===== src/rtl/branch_cond_pkg.sv =====
// ---------------------------------------------------------------------------
// branch_cond_pkg
// Shared definitions for the branch condition register.
//   cond_code_e : the eight 3-bit branch condition codes carried in ir
//   state_e     : result-holding FSM states (IDLE = nothing held,
//                 HELD = con_out carries an unconsumed decision)
//   DEFAULT_COND_LSB / DEFAULT_STAT_W : default parameter values used by
//                 branch_cond_reg
// No ports (package).
// ---------------------------------------------------------------------------
package branch_cond_pkg;

    localparam int DEFAULT_COND_LSB = 19;
    localparam int DEFAULT_STAT_W   = 16;

    // Branch condition codes, evaluated against the two's complement bus.
    typedef enum logic [2:0] {
        COND_EQZ    = 3'b000,
        COND_NEZ    = 3'b001,
        COND_MSB0   = 3'b010,
        COND_MSB1   = 3'b011,
        COND_GTZ    = 3'b100,
        COND_LEZ    = 3'b101,
        COND_ALWAYS = 3'b110,
        COND_NEVER  = 3'b111
    } cond_code_e;

    // Result register state.
    typedef enum logic {
        ST_IDLE = 1'b0,
        ST_HELD = 1'b1
    } state_e;

endpackage


===== src/rtl/branch_cond_reg_cond_eval.sv =====
// ---------------------------------------------------------------------------
// cond_eval
// Purely combinational branch condition evaluator. Takes the 3-bit condition
// field extracted from the instruction register and the operand on the bus
// and produces the raw branch decision. Holds no state.
// Ports:
//   cond   [2:0]        in  : condition code field (see cond_code_e)
//   bus    [DATA_W-1:0] in  : operand under test, two's complement
//   result              out : 1 when the condition is satisfied
// ---------------------------------------------------------------------------
module cond_eval
    import branch_cond_pkg::*;
#(
    parameter int DATA_W = 32
) (
    input  logic [2:0]        cond,
    input  logic [DATA_W-1:0] bus,
    output logic              result
);

    cond_code_e code;
    logic       is_zero;
    logic       is_neg;

    assign code    = cond_code_e'(cond);
    assign is_zero = (bus == '0);
    assign is_neg  = bus[DATA_W-1];

    // Signed "greater than zero" is simply "not negative and not zero", so
    // no comparator is needed; "less or equal zero" is its complement.
    always_comb begin
        result = 1'b0;
        unique case (code)
            COND_EQZ:    result = is_zero;
            COND_NEZ:    result = !is_zero;
            COND_MSB0:   result = !is_neg;
            COND_MSB1:   result = is_neg;
            COND_GTZ:    result = !is_neg && !is_zero;
            COND_LEZ:    result = is_neg || is_zero;
            COND_ALWAYS: result = 1'b1;
            COND_NEVER:  result = 1'b0;
            default:     result = 1'b0;
        endcase
    end

endmodule


===== src/rtl/branch_cond_reg.sv =====
// ---------------------------------------------------------------------------
// branch_cond_reg
// Registers a branch decision for the PC logic. On an evaluate strobe the
// condition field of ir is evaluated against bus and the result is held in
// con_out until the PC logic acknowledges it, a clear arrives, or a newer
// evaluation overwrites it. Priority each cycle: con_clr, con_in, pc_ack.
//
// Configuration macro: BRANCH_STATS_EN
//   When defined, adds saturating taken / not-taken statistics counters that
//   are cleared only by reset_n. When undefined the counter ports and logic
//   are absent and all other behaviour is unchanged.
//
// Ports:
//   clk                     in  : clock, rising edge active
//   reset_n                 in  : synchronous active-low reset
//   ir        [31:0]        in  : instruction register (condition field at
//                                 ir[COND_LSB+2:COND_LSB])
//   bus       [DATA_W-1:0]  in  : operand under test, two's complement
//   con_in                  in  : evaluate strobe
//   con_clr                 in  : clear held result
//   pc_ack                  in  : PC logic has consumed the result
//   con_out                 out : registered branch decision
//   taken_cnt [STAT_W-1:0]  out : taken evaluations (BRANCH_STATS_EN only)
//   not_taken_cnt [STAT_W-1:0] out : not-taken evaluations (BRANCH_STATS_EN)
//   con_valid               out : con_out holds an unconsumed result
// ---------------------------------------------------------------------------
module branch_cond_reg
    import branch_cond_pkg::*;
#(
    parameter int DATA_W   = 32,
    parameter int COND_LSB = DEFAULT_COND_LSB,
    parameter int STAT_W   = DEFAULT_STAT_W
) (
    input  logic              clk,
    input  logic              reset_n,
    input  logic [31:0]       ir,
    input  logic [DATA_W-1:0] bus,
    input  logic              con_in,
    input  logic              con_clr,
    input  logic              pc_ack,
    output logic              con_out,
`ifdef BRANCH_STATS_EN
    output logic [STAT_W-1:0] taken_cnt,
    output logic [STAT_W-1:0] not_taken_cnt,
`endif
    output logic              con_valid
);

    state_e state;
    logic   eval_result;
    logic   accept_eval;
    logic   unused_ir_bits;

    // Only the condition field of ir matters here; the remaining bits are
    // folded into a deliberately unused signal.
    assign unused_ir_bits = ^ir;

    cond_eval #(
        .DATA_W (DATA_W)
    ) u_cond_eval (
        .cond   (ir[COND_LSB+2:COND_LSB]),
        .bus    (bus),
        .result (eval_result)
    );

    // An evaluation is accepted only when it is not overridden by reset or
    // by a clear in the same cycle.
    assign accept_eval = reset_n && !con_clr && con_in;

    // Result FSM. con_out and con_valid are registered alongside the state so
    // they never follow bus combinationally. pc_ack only releases a held
    // result when no new evaluation arrives in the same cycle; otherwise the
    // new evaluation wins and the state stays HELD.
    always_ff @(posedge clk) begin
        if (!reset_n) begin
            state     <= ST_IDLE;
            con_out   <= 1'b0;
            con_valid <= 1'b0;
        end else if (con_clr) begin
            state     <= ST_IDLE;
            con_out   <= 1'b0;
            con_valid <= 1'b0;
        end else if (con_in) begin
            state     <= ST_HELD;
            con_out   <= eval_result;
            con_valid <= 1'b1;
        end else begin
            case (state)
                ST_HELD: begin
                    if (pc_ack) begin
                        state     <= ST_IDLE;
                        con_out   <= 1'b0;
                        con_valid <= 1'b0;
                    end
                end
                default: begin
                    state     <= ST_IDLE;
                    con_valid <= 1'b0;
                end
            endcase
        end
    end

`ifdef BRANCH_STATS_EN
    // Statistics counters. Each accepted evaluation bumps exactly one of
    // them; both stick at all-ones and are cleared by reset only, so a
    // con_clr never disturbs the history.
    always_ff @(posedge clk) begin
        if (!reset_n) begin
            taken_cnt     <= '0;
            not_taken_cnt <= '0;
        end else if (accept_eval) begin
            if (eval_result) begin
                if (taken_cnt != '1) begin
                    taken_cnt <= taken_cnt + 1'b1;
                end
            end else begin
                if (not_taken_cnt != '1) begin
                    not_taken_cnt <= not_taken_cnt + 1'b1;
                end
            end
        end
    end
`else
    logic unused_accept_eval;
    localparam int UNUSED_STAT_W = STAT_W;

    // Without statistics the accept qualifier has no consumer.
    assign unused_accept_eval = accept_eval;
`endif

endmodule


===== config.mk =====
export PLATFORM = sky130hd
export DESIGN_NAME = branch_cond_reg
export DESIGN_NICKNAME = d
export VERILOG_FILES = /design/src/rtl/branch_cond_pkg.sv /design/src/rtl/branch_cond_reg_cond_eval.sv /design/src/rtl/branch_cond_reg.sv
export SDC_FILE = /design/constraint.sdc
export NUM_CORES = 1
export LEC_CHECK = 0
export ABC_AREA = 1
export ABC_CLOCK_PERIOD_IN_PS = 3300
export CELL_PAD_IN_SITES_DETAIL_PLACEMENT = 1
export CELL_PAD_IN_SITES_GLOBAL_PLACEMENT = 2
export CORE_MARGIN = 2
export CORE_UTILIZATION = 10
export CTS_CLUSTER_DIAMETER = 50
export DETAILED_ROUTE_END_ITERATION = 10
export PLACE_DENSITY = 0.95
export SLEW_MARGIN = 20
export SYNTH_ARGS = -nofsm -noshare
export SYNTH_HDL_FRONTEND = slang
export SYNTH_SLANG_ARGS = --single-unit

===== constraint.sdc =====
create_clock -name clk -period 3.3 [get_ports clk]
set_clock_uncertainty 0.2 [all_clocks]
set_input_delay 0.66 -clock clk [delete_from_list [all_inputs] [get_ports clk]]
set_output_delay 0.66 -clock clk [all_outputs]
set_load 0.005 [all_outputs]

# Yosys cells after proc, flatten, opt, wreduce, memory -nomap -nowiden
# Index checks and enable logic that the tools add are counted.
# word_totals
regBits	3
output_inout_bits	2
# classes
eq_ne	8
reduce_logical	10
bitwise	1
muxes	9
# ops
operator	n
$logic_not A32 Y1	1
$eq A3 B3 Y1 const B	4
$mux W1	8
$pmux W1 S8	1
$eq A3 B2 Y1 const B	2
$reduce_bool A2 Y1	2
$eq A3 B1 Y1 const B	1
$logic_not A3 Y1	1
$ne A3 B3 Y1 const B	1
$logic_not A1 Y1	2
$reduce_and A2 Y1	1
$reduce_or A2 Y1	1
$logic_and A1 B1 Y1	1
$logic_or A1 B1 Y1	1
$not A1 Y1	1

# Logic depth before layout (Yosys ltp)
# Gate-level depths: netlist of the first run.
# depth
word_depth	5
ltp_mapped	11
ltp_nobuf	11

# Modules after synthesis
# A second synthesis of the first run with hierarchy kept.
# hier_totals
hier_cells	68
area_unflattened_um2	337.8
# modules_own_cells
mod	instances	cells_per_inst	area_each_um2
cond_eval	1	49	203.9
branch_cond_reg	1	19	133.9

# Least setup slack after synthesis of the first run
# Ideal clock, no wire load.
# synth_path
path_type	input-to-reg
startpoint	in bus[1]
endpoint	reg con_out
arrival_ns	1.414
setup_slack_ns	1.572
setup_time_ns	0.114
path_buffers	0
path_stages	10
path_cell_list	nor2_1 -> nand2_1 -> nor2_1 -> nand2_1 -> nor2_2 -> nor2_1 -> o21ai_0 -> nand2_1 -> nand2_1 -> a21oi_2
# synth_via
elab_chain_cells	5
word_cells_on_any_way	6
classes_between	mux (2); reduce/logical (4)
# synth_rtl
element	line_no	text
start: declaration	branch_cond_reg.sv:37	input logic [DATA_W-1:0] bus,
$logic_not A32 Y1 (*)	branch_cond_reg_cond_eval.sv:26	assign is_zero = (bus == '0);
$logic_not A1 Y1	branch_cond_reg_cond_eval.sv:35, branch_cond_reg_cond_eval.sv:38	
$logic_and A1 B1 Y1	branch_cond_reg_cond_eval.sv:38	COND_GTZ: result = !is_neg && !is_zero;
$pmux W1 S8 (*)	branch_cond_reg_cond_eval.sv:33	unique case (code)
$mux W1 (*)	branch_cond_reg.sv:83	end else if (con_in) begin
end signal: assignment	branch_cond_reg.sv:85	con_out <= eval_result;
end: declaration	branch_cond_reg.sv:41	output logic con_out,
# Mark *: on every way between the ends. The rest lies on a longest branch, timed or not.
# A chain may end at the register's enable or synchronous reset.

# Worst setup path after layout of the first run
# Ends and elaborated chain as after synthesis.

==> summary.md, run 1 <==
| Metric | Value |
|---|---|
| Status | `complete, no violations` |
| Placed Area | `787 um^2` |
| First-pass GRT wire length | `2020 um` |
| Post-CTS setup buffers | `0` |
| Final period utilization | `62.2%` |
| Achievable clock frequency | `487 MHz` |
| CTS H-tree lvls | `1` |
| Simple-Gate Fraction of Synth Area | `61.5%` |
| Largest family of logic cells by synthesized area | `simple AND/OR/NAND/NOR gates` |
| Hold_ws | `0.262 ns` |
| Routed WL | `1280 um` |
| DIE WIDTH | `60.7 um` |
| CP Launch Type | `primary input` |
| CTS tree | `done` |
| Diode count | `0` |
| CP endpoint kind | `flop` |
| Post-Synthesis Cells | `65` |
| Worst-path clk slew | `0.04 ns` |
| XOR/XNOR Fraction of Synth Area | `0%` |
| Antenna Violating Nets Remaining | `0` |
| Hold Crit Class | `flop to flop` |
| Max-slew headroom | `85.0%` |
| Clk sinks | `3` |
| Rows | `20` |
| VDD IR max | `0.0862 mV` |
| IO Count | `71` |
| Final Setup Violations | `0` |
| Mux contribution to synthesized area | `0%` |
| Max Cap Viol | `0` |
| Worst EP arrival | `1.97 ns` |
| Metal3 WL | `92 um` |
| Met2 wire len | `736 um` |
| Drt wl/cell | `8.32 um` |
| RSZ-0062 raised after global routing | `no` |
| Core ar. | `3050 um^2` |
| Layout cells sized above 1 | `5.45%` |
| Largest net degree at the start of global routing | `7` |
| Final GP Congestion | `0.690` |
| # resized after CTS | `0` |
| Clock tree buffer depth | `2` |
| Nets | `180` |
| Syn_area_per_cell | `4.95 um^2` |
| GRT Total Usage | `7.23%` |
| Initial Util | `10.5%` |
| Register area share after synthesis | `18.7%` |
| Design Area, Final | `813 um^2` |
| Compound-Gate Fraction of Synth Area | `12.8%` |
| Die Area | `3690 um^2` |
| Synth Register Bits | `3` |
| DRT iter0 DRCs | `16` |
| Inserted Clock Buffers | `3` |
| Post-synth design cell area | `322 um^2` |
| Number of antenna violations at the first check in global routing | `0` |
| Max Slew Vio Count | `0` |
| Final hold violations | `0` |
| Power per cell area | `206 nW/um^2` |
| Via Count | `557` |
| CP Class | `primary input to flop` |
| Slew of the pin with the lowest slew margin | `0.223 ns` |
| Fillers | `410` |
| Uppermost layer routed | `met4` |
| Pre-CTS WS | `0.985 ns` |
| Residual DRC | `0` |
| Setup tns final | `0 ns` |
| Ys Warns | `0` |
| Distinct cell type count after synthesis | `12` |
| Synth Area in Adders | `0%` |
| Vias in the first global route | `570` |
| Clk root buf | `clkbuf_4` |
| Worst skew pair latency | `0.22 ns` |
| Via density | `3.62` |
| GR Overflow Total | `0` |
| Power, Total | `167 uW` |
| Period minus WS final | `2.05 ns` |
| Critical Path RT | `3.21 ns` |
| Lkg Pwr | `0.000310 uW` |
| PnR worst setup slack | `1.25 ns` |
| Port Buffers | `41` |
| Die Ht | `60.7 um` |
| Initial DRT Pass Iterations | `2` |
| Layout area overhead | `153%` |
| # hold bufs at CTS | `0` |
| Syn nets | `134` |
| Crit path max fanout | `2` |
| HPWL after detailed placement | `1210 um` |
| Met1 WL | `435 um` |
-- synthesized netlist by cell type (all sizes together) --
| cell | instances | area [um^2] |
|---|---|---|
| o21ai | 2 | 10.0 |
| nor4 | 1 | 6.26 |
| o21a | 1 | 7.51 |
| inv | 6 | 22.5 |
| nand2 | 17 | 63.8 |
| nor3 | 2 | 10.0 |
| dfxtp | 3 | 60.1 |
| a21oi | 4 | 23.8 |
| nand3 | 3 | 15.0 |
| nor2 | 26 | 103 |
-- power breakdown --
part	total, uW	switching (uW)	internal (uW)
clock	61.1	16.0	45.1
sequential	38.6	0.663	37.9
combinational	67.7	19.1	48.7
-- routing by layer --
layer  vias to the layer above  track usage (%)
li1                        295                -
met3                         2             1.49
met5                         -                0
met1                       240             6.00
met4                         0             1.86
met2                        20             16.3
-- critical path: stages --
cell and delay (ns):
clkdlybuf4s50_1 0.40, nor2_1 0.10, nand2_1 0.06, nor2_1 0.10, nand2_1 0.10, nor2_2 0.14, nor2_1 0.07, o21ai_0 0.15
nand2_1 0.07, nand2_1 0.07, a21oi_2 0.05
-- worst paths after layout --
| kind | from | end | slack [ns] | depth (start not counted) |
|---|---|---|---|---|
| worst max register to register | state$_SDFF_PP0_ | con_valid$_SDFFE_PP0P_ | 2.37 | 3 |
| worst max-delay path | bus[1] | con_out$_SDFFE_PP0P_ | 1.25 | 11 |
| worst min-delay path | con_valid$_SDFFE_PP0P_ | con_valid$_SDFFE_PP0P_ | 0.26 | 1 |
| worst min register to register | con_valid$_SDFFE_PP0P_ | con_valid$_SDFFE_PP0P_ | 0.26 | 1 |
-- cell usage in the layout, fill, tap and decap left out, drive strengths merged --
cell,count
nor2,26
a21oi,4
nand3,3
o21a,1
nor4,1
dfxtp,3
nand2,17
nor3,2
clkdlybuf4s50,41
clkbuf,4
o21ai,2
inv,6
-- cell families after synthesis --
group | Yosys count
AO/OA/AOI/OAI | 7
flip-flops | 3
buffers and inverters | 6
AND/OR/NAND/NOR | 49
-- metrics by stage --
| stage | cells | utilization, % |
|---|---|---|
| floorplan | 65 | - |
| global placement | 150 | 25.8 |
| detailed placement | 150 | 25.8 |
| CTS | 154 | 26.6 |
| global route | 154 | 26.6 |
| finish | 154 | 26.6 |
-- flip-flops by register name, indices dropped and copies added, names as in the netlist --
register and cells:
con_valid 1, state 1, con_out 1
-- layout make-up --
cell class	instances	area, um^2	area share, %
Tap cell	44	55.1	6.77
Multi-Input combinational cell	56	239	29.4
Sequential cell	3	60.1	7.38
Timing Repair Buffer	41	410	50.5
Clock buffer	4	26.3	3.23
Inverter	6	22.5	2.77
No activity file was read; power rests on OpenSTA's default activity.
==> run 2, diff against run 1 <==
- ABC_CLOCK_PERIOD_IN_PS: 3300 -> 2000
- clock period: 3.3 -> 2 ns (I/O delays scaled with it)
==> run 2 against run 1 <==
  * Design area is 1.8% higher
  * Combinational power is 67% higher
  * Sequential power is 65% higher
  * Final cell count is 1.3% higher
  * Largest power group unchanged
==> summary.md, run 2 (synthesis results as in run 1) <==
| Metric | Value |
|---|---|
| Status | `complete, no violations` |
| VDD IR max | `0.0830 mV (-3.8%)` |
| Max Cap Viol | `0 (unchanged)` |
| Most common cell after layout, fill and taps aside | `clkdlybuf4s50_1` |
| Cell count after placement | `152 (+1.3%)` |
| Number of antenna violations at the first check in global routing | `0 (unchanged)` |
| Routed WL | `1290 um (+0.23%)` |
| Power per cell area | `340 nW/um^2 (+65%)` |
| CP endpoint kind | `flop` |
| Clock tree buffer depth | `2 (unchanged)` |
| Post-CTS setup buffers | `0 (unchanged)` |
| Via Count | `557 (unchanged)` |
| Crit path max fanout | `2 (unchanged)` |
| CP Launch Type | `primary input` |
| First-pass GRT wire length | `2050 um (+1.4%)` |
| PnR worst setup slack | `0.213 ns (-1.03 ns)` |
| RSZ-0062 raised after global routing | `no` |
| Final period utilization | `89.4%` |
| Hold Crit Class | `flop to flop` |
| Inserted Clock Buffers | `3 (unchanged)` |
| Achievable clock frequency | `559 MHz` |
| Slew of the pin with the lowest slew margin | `0.216 ns (-0.00685 ns)` |
| Final hold violations | `0 (unchanged)` |
| Worst skew pair latency | `0.23 ns (about the same)` |
| Initial DRT Pass Iterations | `4 (+2)` |
| DIE WIDTH | `60.7 um (unchanged)` |
| Sequential power share | `22.6% (-0.4 points)` |
| Post-Layout Cell Count | `156 (+1.3%)` |
| Vias in the first global route | `593 (+4.0%)` |
| R2R cell count | `3 (unchanged)` |
| Die Area | `3690 um^2 (unchanged)` |
| DRT iter0 DRCs | `12 (-4)` |
| Nets | `182 (+1.1%)` |
| CTS tree | `done` |
| Max-slew headroom | `85.5% (+0.46 points)` |
| Critical Path RT | `1.92 ns (-1.29 ns)` |
| Switching Fraction | `22.3% (+0.91 points)` |
| Clk root buf | `clkbuf_4` |
| Port Buffers | `41 (unchanged)` |
| Clk sinks | `3 (unchanged)` |
| Antenna Violating Nets Remaining | `0 (unchanged)` |
| Most frequent cells in the layout | `41 x clkdlybuf4s50_1, 24 x nor2_1, 17 x nand2_1, 6 x inv_1` |
| IO Count | `71 (unchanged)` |
| Gate power share | `40.3% (-0.2 points)` |
| CP Class | `primary input to flop` |
| CTS H-tree lvls | `1 (unchanged)` |
| Worst EP arrival | `1.71 ns (-0.26 ns)` |
| Core ar. | `3050 um^2 (unchanged)` |
| Drt wl/cell | `8.24 um (-1.1%)` |
| Pre-CTS WS | `-0.0434 ns (-1.03 ns)` |
| Clock Power Share | `37.1% (+0.6 points)` |
| Worst-path clk slew | `0.04 ns (about the same)` |
| Max Slew Vio Count | `0 (unchanged)` |
| Rows | `20 (unchanged)` |
| Residual DRC | `0 (unchanged)` |
| HPWL after detailed placement | `1200 um (-0.79%)` |
| Largest net degree at the start of global routing | `7 (unchanged)` |
| Lkg Pwr | `0.000321 uW (+3.3%)` |
| Via density | `3.57 (-1.3%)` |
| GRT Total Usage | `7.24% (about the same)` |
| Layout area overhead | `158%` |
| Period minus WS final | `1.79 ns` |
| Final GP Congestion | `0.667 (-3.4%)` |
| GR Overflow Total | `0 (unchanged)` |
| # hold bufs at CTS | `0 (unchanged)` |
| Fillers | `408 (-0.49%)` |
| Largest regs | `con_out: 1 flops, con_valid: 1 flops, state: 1 flops` |
| Final Setup Violations | `0 (unchanged)` |
| Hold Path Depth | `1 (unchanged)` |
| Die Ht | `60.7 um (unchanged)` |
| Diode count | `0 (unchanged)` |
| # resized after CTS | `0 (unchanged)` |
| Pint | `219 uW (+66%)` |
| Initial Util | `10.5% (unchanged)` |
| Layout cells sized above 1 | `7.14% (+1.7 points)` |
| P_sw | `62.6 uW (+75%)` |
-- run 2: critical path, stage by stage --
cell,delay [ns]
clkdlybuf4s50_1,0.40
nor2_1,0.11
nand2_1,0.05
nor2_1,0.10
nand2_1,0.09
nor2_2,0.13
nor2_1,0.07
o21ai_0,0.16
nand2_1,0.08
nand2_1,0.07
a21oi_2,0.05
-- run 2: power groups by stage --
stage	logic (uW)	registers [uW]	clock network [uW]
6_report	113	63.6	104
5_1_grt	123	64.0	109
4_1_cts	115	63.7	109
3_5_place_dp	115	64.6	0
3_3_place_gp	111	64.5	0
2_1_floorplan	25.7	64.6	0
-- run 2: through the flow --
stage	power (uW)	area (um^2)	hold slack, ns	util [%]	setup TNS, ns
floorplan	90.3	322	0.254	-	0
global placement	176	802	0.254	26.3	-0.0203
detailed placement	179	802	0.263	26.3	-0.0434
CTS	288	828	0.275	27.1	0
global route	296	828	0.292	27.1	0
finish	281	828	0.267	27.1	0
-- run 2: metal layers --
| layer | GRT usage [%] | wire length [um] |
|---|---|---|
| met5 | 0 | 0 |
| met4 | 2.80 | 0 |
| met2 | 16.4 | 752 |
| met3 | 0.853 | 83 |
| met1 | 5.88 | 449 |
-- run 2: final cells by class --
class	count	area [um^2]	area share [%]
tap	44	55.1	6.65
multi-input combinational	56	239	28.9
clock buffer	4	26.3	3.17
inverter	6	22.5	2.72
timing repair buffer	43	425	51.4
sequential	3	60.1	7.25
-- run 2: path summary, 6_finish.rpt --
check                              start                      to  slack (ns)
hold reg to reg   con_valid$_SDFFE_PP0P_  con_valid$_SDFFE_PP0P_        0.27
setup / recovery                  bus[4]    con_out$_SDFFE_PP0P_        0.21
setup reg to reg        state$_SDFF_PP0_  con_valid$_SDFFE_PP0P_        1.06
hold / removal    con_valid$_SDFFE_PP0P_  con_valid$_SDFFE_PP0P_        0.27
